File: src/rtl/imem_loader_if.sv
// Byte-stream input and instruction-memory write port of the loader.
interface imem_loader_if;
   logic        byte_valid;
   logic [7:0]  byte_data;
   logic        mem_we;
   logic [31:0] mem_addr;
   logic [31:0] mem_wdata;

   modport master (
      input  byte_valid, byte_data,
      output mem_we, mem_addr, mem_wdata
   );

   modport slave (
      output byte_valid, byte_data,
      input  mem_we, mem_addr, mem_wdata
   );
endinterface

File: src/rtl/imem_loader.sv
// Byte-stream loader for instruction memory; holds the core in reset until loaded.
// Optional trailing XOR checksum byte: IMEM_LOADER_CHECKSUM_EN.
module imem_loader #(
   parameter int          DEPTH     = 1024,
   parameter logic [31:0] BASE_ADDR = 32'h0000_0000
) (
   input  logic          clk,
   input  logic          rst,
   input  logic          start,
   imem_loader_if.master bus,
   output logic          load_done,
   output logic          load_err,
   output logic          core_rst
);

   typedef enum logic [2:0] {
      IDLE = 3'd0,
      LEN0 = 3'd1,
      LEN1 = 3'd2,
      DATA = 3'd3,
`ifdef IMEM_LOADER_CHECKSUM_EN
      CHK  = 3'd4,
`endif
      DONE = 3'd5,
      ERR  = 3'd6
   } state_t;

   localparam logic [31:0] DEPTH_U = 32'(DEPTH);

   state_t      r_state, w_next;
   logic [15:0] r_len, w_len_n;
   logic [15:0] r_word_idx, w_word_n;
   logic [1:0]  r_byte_idx, w_byte_n;
   logic [23:0] r_part, w_part;
   logic        r_we, w_we;
   logic [31:0] r_addr, w_addr;
   logic [31:0] r_wdata, w_wdata;
   logic        r_fin;

   logic        w_bv;
   logic [7:0]  w_bd;
   logic [15:0] w_len;
   logic        w_len_big;
   logic        w_last;
   logic        w_arm;
   logic        w_acc;
   logic        w_wr;
   logic        w_wr_last;

`ifdef IMEM_LOADER_CHECKSUM_EN
   logic [7:0]  r_xor, w_xor_n;
`endif

   assign w_bv      = bus.byte_valid;
   assign w_bd      = bus.byte_data;
   assign w_len     = {w_bd, r_len[7:0]};
   assign w_len_big = {16'd0, w_len} > DEPTH_U;
   assign w_last    = r_word_idx == (r_len - 16'd1);
   assign w_arm     = start && (r_state == IDLE ||
                                r_state == DONE ||
                                r_state == ERR);
   // r_fin marks the strobe cycle of the final word; DONE follows it
   assign w_acc     = w_bv && r_state == DATA && !r_fin;
   assign w_wr      = w_acc && r_byte_idx == 2'd3;
   assign w_wr_last = w_wr && w_last;

   always_ff @(posedge clk or negedge rst) begin
      if (!rst) begin
         r_state    <= IDLE;
         r_len      <= 16'd0;
         r_word_idx <= 16'd0;
         r_byte_idx <= 2'd0;
         r_part     <= 24'd0;
         r_we       <= 1'b0;
         r_addr     <= BASE_ADDR;
         r_wdata    <= 32'd0;
         r_fin      <= 1'b0;
      end else begin
         r_state    <= w_next;
         r_len      <= w_len_n;
         r_word_idx <= w_word_n;
         r_byte_idx <= w_byte_n;
         r_part     <= w_part;
         r_we       <= w_we;
         r_addr     <= w_addr;
         r_wdata    <= w_wdata;
         r_fin      <= w_wr_last;
      end
   end

`ifdef IMEM_LOADER_CHECKSUM_EN
   always_ff @(posedge clk or negedge rst) begin
      if (!rst) r_xor <= 8'd0;
      else      r_xor <= w_xor_n;
   end
`endif

   always_comb begin
      w_next = r_state;
      unique case (r_state)
         IDLE: if (start) w_next = LEN0;
         LEN0: if (w_bv) w_next = LEN1;
         LEN1: begin
            if (w_bv) begin
               if (w_len == 16'd0) begin
`ifdef IMEM_LOADER_CHECKSUM_EN
                  w_next = CHK;
`else
                  w_next = DONE;
`endif
               end else if (w_len_big) begin
                  w_next = ERR;
               end else begin
                  w_next = DATA;
               end
            end
         end
         DATA: begin
`ifdef IMEM_LOADER_CHECKSUM_EN
            if (w_wr_last) w_next = CHK;
`else
            if (r_fin) w_next = DONE;
`endif
         end
`ifdef IMEM_LOADER_CHECKSUM_EN
         CHK: if (w_bv) w_next = (w_bd == r_xor) ? DONE : ERR;
`endif
         DONE: if (start) w_next = LEN0;
         ERR:  if (start) w_next = LEN0;
         default: w_next = IDLE;
      endcase
   end

   always_comb begin
      w_we     = w_wr;
      w_addr   = r_addr;
      w_wdata  = r_wdata;
      w_part   = r_part;
      w_len_n  = r_len;
      w_word_n = r_word_idx;
      w_byte_n = r_byte_idx;
`ifdef IMEM_LOADER_CHECKSUM_EN
      w_xor_n  = r_xor;
      if (w_arm) w_xor_n = 8'd0;
      if (w_acc) w_xor_n = r_xor ^ w_bd;
`endif
      if (w_arm) begin
         w_word_n = 16'd0;
         w_byte_n = 2'd0;
      end
      if (r_state == LEN0 && w_bv) w_len_n[7:0] = w_bd;
      if (r_state == LEN1 && w_bv) begin
         w_len_n[15:8] = w_bd;
         w_word_n      = 16'd0;
         w_byte_n      = 2'd0;
      end
      if (w_acc) begin
         w_byte_n = r_byte_idx + 2'd1;
         unique case (r_byte_idx)
            2'd0:    w_part[7:0]   = w_bd;
            2'd1:    w_part[15:8]  = w_bd;
            2'd2:    w_part[23:16] = w_bd;
            default: w_part        = r_part;
         endcase
         if (w_wr) begin
            w_addr  = BASE_ADDR + {14'd0, r_word_idx, 2'b00};
            w_wdata = {w_bd, r_part};
            if (!w_last) w_word_n = r_word_idx + 16'd1;
         end
      end
   end

   assign bus.mem_we    = r_we;
   assign bus.mem_addr  = r_addr;
   assign bus.mem_wdata = r_wdata;
   assign load_done     = r_state == DONE;
   assign load_err      = r_state == ERR;
   assign core_rst      = r_state == DONE;

endmodule

File: src/flat_wrapper.sv
// flat-port wrapper written by rule: the top's interface ports become plain ports
module imem_loader_flat 
#(
   parameter int          DEPTH     = 1024,
   parameter logic [31:0] BASE_ADDR = 32'h0000_0000
)
  (clk, rst, start, load_done, load_err, core_rst, bus_byte_valid, bus_byte_data, bus_mem_we, bus_mem_addr, bus_mem_wdata);
  imem_loader_if bus_i ();
  input  logic clk;
  input  logic rst;
  input  logic start;
  output logic load_done;
  output logic load_err;
  output logic core_rst;
  input wire logic [$bits(bus_i.byte_valid)-1:0] bus_byte_valid;
  input wire logic [$bits(bus_i.byte_data)-1:0] bus_byte_data;
  output wire logic [$bits(bus_i.mem_we)-1:0] bus_mem_we;
  output wire logic [$bits(bus_i.mem_addr)-1:0] bus_mem_addr;
  output wire logic [$bits(bus_i.mem_wdata)-1:0] bus_mem_wdata;
  assign bus_i.byte_valid = bus_byte_valid;
  assign bus_i.byte_data = bus_byte_data;
  assign bus_mem_we = bus_i.mem_we;
  assign bus_mem_addr = bus_i.mem_addr;
  assign bus_mem_wdata = bus_i.mem_wdata;
  imem_loader #(.DEPTH(DEPTH), .BASE_ADDR(BASE_ADDR)) u_core (.clk(clk), .rst(rst), .start(start), .bus(bus_i), .load_done(load_done), .load_err(load_err), .core_rst(core_rst));
endmodule
File: config.mk
export PLATFORM = sky130hd
export DESIGN_NAME = imem_loader_flat
export DESIGN_NICKNAME = d
export VERILOG_FILES = /design/src/rtl/imem_loader_if.sv /design/src/rtl/imem_loader.sv /design/src/flat_wrapper.sv
export SDC_FILE = /design/constraint.sdc
export NUM_CORES = 1
export LEC_CHECK = 0
export CORE_ASPECT_RATIO = 0.9
export CORE_UTILIZATION = 43
export CTS_BUF_LIST = sky130_fd_sc_hd__clkbuf_8
export CTS_CLUSTER_SIZE = 20
export DETAILED_ROUTE_END_ITERATION = 8
export PLACE_DENSITY_LB_ADDON = 0.05
export SYNTH_ARGS = -nofsm -noshare
export SYNTH_HDL_FRONTEND = slang
export SYNTH_SLANG_ARGS = --single-unit
File: constraint.sdc
create_clock -name clk -period 4.4 [get_ports clk]
set_input_delay 0.66 -clock clk [delete_from_list [all_inputs] [get_ports clk]]
set_output_delay 0.66 -clock clk [all_outputs]
set_load 0.02 [all_outputs]
==> flow_metrics.py <==
metrics = {
    "clock_tree": {
        "cts_hold_buffers": 0,
        "cts_tree": "built",
        "cts_sinks": 111,
        "cts_setup_buffers": 0,
        "clock_latency_ns": 0.39,
        "clk_pin_slew_ns": 0.11,
        "ctsResizeCount": 0,
        "htree_num_levels": 3,
        "clock-root-buffer": "clkbuf_8",
        "clock_path_buffers": 2,
        "cts_buffers": 9,
    },
    "power_and_ir_drop": {
        "peakVddDrop_uv": 251,
        "total_power_uw": 2940,
        "powerDensity_nw_per_um2": 463,
        "power_leakage_uw": 0.00296,
    },
    "grt": {
        "antenna_found_initial": 0,
        "grt_pass1_vias": 3974,
        "use_met3": 0.0544,
        "grt_util_met1": 0.296,
        "busiest_layer": "met2",
        "grtUsageMet2": 0.304,
        "overflow": 0,
        "grt_max_degree": 53,
        "grt.total_usage": 0.205,
        "grt_pass1_wl_mm": 20.6,
    },
    "yosys": {
        "syn_inst": 561,
        "synth_edf_count": 0,
        "ys.flop_type": "dfrtp_1",
        "syn_area_um2": 5490,
        "yosys.area_share.adder": 0.0160,
        "synth_top_family_by_area": "simple AND/OR/NAND/NOR gates",
        "ys_ff_latch": 111,
        "yosys.area.top_type": "dfrtp_1",
        "yosys_warnings": 0,
        "synth_top_cell_area_share": 0.506,
        "synth_xor_area_frac": 0.0335,
        "syn-mean-instance-area_um2": 9.79,
        "async_flop_share": 1.00,
        "synth-compound-area-share": 0.0631,
        "synth-seq-area-share": 0.506,
        "synth_area_leaders": "dfrtp_1, nand2_1, mux2_2",
        "yosysUniqueCellTypes": 59,
        "synth_simple_gate_area_frac": 0.241,
        "synth_mux_area_frac": 0.0873,
    },
    "sta": {
        "fin_tns_setup_ns": 0,
        "fin_skew_ns": 0.0146,
        "period_needed_ns": 3.22,
        "slew_headroom": 0.422,
        "fmax_mhz": 310,
        "worst_pin_slew_ns": 0.862,
        "fin_ws_ns": 1.18,
        "setup_violations": 0,
        "rsz0062_at_grt": "false",
        "period_share": 0.733,
        "slew_viol_final": 0,
        "hold_viol": 0,
    },
    "layout": {
        "layout-drive-gt1-share": 0.124,
        "finalNetCount": 629,
        "fillers": 1114,
        "diodes": 0,
        "final_area_um2": 6350,
        "multi_input_area_um2": 2480,
        "seq_area_um2": 2780,
        "syn2layout_area_growth_pct": 15.7,
    },
    "detailed_routing": {
        "drt_pass1_iterations": 4,
        "wire_per_inst_um": 16.1,
        "wirelength_mm": 12.5,
        "drt_drc_violations_left": 0,
        "ant_nets": 0,
        "num_vias": 4088,
        "drt_iter0_drc": 260,
        "vias_per_cell": 5.27,
    },
    "setup_path": {
        "critPathLaunchType": "flop",
        "crit_cells": 7,
        "cp_top_family": "simple AND/OR/NAND/NOR gates",
        "worst_ep_arrival_time_ns": 3.55,
        "crit_fanout": 13,
        "worstPathRequired_ns": 4.72,
        "cp-startpoint": "u_core.r_len[4]",
        "worst-path-buf-inv": 0,
        "worstSetupPathType": "flop to flop",
        "endpoint_kind": "flop",
        "worstRegToRegCells": 7,
        "slowest_stage": "or4_4",
        "max_stage_delay_ns": 0.60,
        "r2r-start": "u_core.r_len[4]",
        "path_cells": "or4_4 -> nor4_2 -> mux2_2 -> a211oi_2 -> nand4_1 -> a21oi_2 -> a221o_1",
    },
    "place": {
        "preCtsSetupSlack_ns": 1.07,
        "placed_cell_area_um2": 6160,
        "port_buffers": 63,
        "gp_congestion": 0.790,
        "dp_hpwl_mm": 8.44,
    },
    "die": {
        "pin_count": 80,
        "dieArea_um2": 13200,
        "core_area_um2": 12300,
        "die_h_um": 109,
        "start_util": 0.448,
        "die_x_um": 121,
        "fp-row-count": 38,
    },
    "run_status": {
        "status": "completed",
    },
    "min_path": {
        "min_path_type": "input pin to asynchronous set/reset pin",
    },
    "run": {
        "cap_violations": 0,
    },
}
cell type report:
type | instances | share of cell area
inverters | 10 | 0.00591
flip-flops and latches | 111 | 0.437
repair buffers | 67 | 0.104
clock buffers | 11 | 0.0238
multi-input cells | 411 | 0.391
well taps | 160 | 0.0315
clock inverters | 5 | 0.00729
path summary, 6_finish.rpt:
kind                            slack (ns)                       end
worst max-delay path                  1.18     u_core.r_word_idx[12]
worst min-delay path                  0.26  u_core.bus.mem_wdata[12]
worst max register to register        1.18     u_core.r_word_idx[12]
worst min register to register        0.47  u_core.bus.mem_wdata[12]
max in group asynchronous             3.27   u_core.bus.mem_addr[10]
min in group clk                      0.47  u_core.bus.mem_wdata[12]
flip-flops by register name (all words and copies together), names as in the netlist:
name,flops
u_core.r_fin,1
u_core.bus.mem_wdata,32
u_core.r_word_idx,16
u_core.r_byte_idx,2
u_core.r_state,3
u_core.r_len,16
u_core.bus.mem_addr,16
u_core.r_part,24
u_core.bus.mem_we,1
logic make-up (layout without fill, tap and decap cells):
| kind of cell | after synthesis | after routing |
|---|---|---|
| adder cells (fa/ha/maj) | 7 | 7 |
| other | 1 | 16 |
| AND/OR/NAND/NOR | 280 | 280 |
| XOR/XNOR | 21 | 21 |
| AO/OA/AOI/OAI | 44 | 44 |
| flip-flops | 111 | 111 |
| multiplexers | 43 | 43 |
| buffers and inverters | 54 | 93 |
per-layer routing:
layer | vias to the layer above | part of all wire
li1 | 1966 | -
met4 | 0 | 0.0051
met5 | - | 0
met3 | 6 | 0.051
met2 | 99 | 0.44
met1 | 2017 | 0.51
through the flow:
stage | cells | utilization | hold WS, ns
floorplan | 576 | - | 0.364
finish | 775 | 0.518 | 0.257
global placement | 759 | 0.502 | 0.449
global route | 775 | 0.518 | 0.269
detailed placement | 759 | 0.502 | 0.453
CTS | 775 | 0.518 | 0.255
cells in the final DEF (no fill, tap or decap), types with 6 or more instances in the layout:
cell,instances
a221o_1,12
clkbuf_8,11
clkdlybuf4s50_1,62
conb_1,16
dfrtp_1,111
ha_1,7
inv_1,9
mux2_2,39
nand2_1,166
nand3_1,13
nand4_1,6
nor2_1,30
nor3_1,8
nor3b_1,7
o21ai_0,7
xnor2_1,12
xor2_1,9
synth_stat cells (8+ instances only):
cell type	count
xor2_1	9
xnor2_1	12
dfrtp_1	111
nand2_1	166
mux2_2	39
buf_4	19
nor3_1	8
clkbuf_1	16
a221o_1	12
nor2_1	30
inv_1	9
nand3_1	13
report_power, final:
group          internal (uW)  switching [uW]  leakage, uW
Combinational            408             459      0.00137
Sequential              1230             222      0.00149
Clock                    249             373     0.000103
Power figures use the tool's default switching activity.
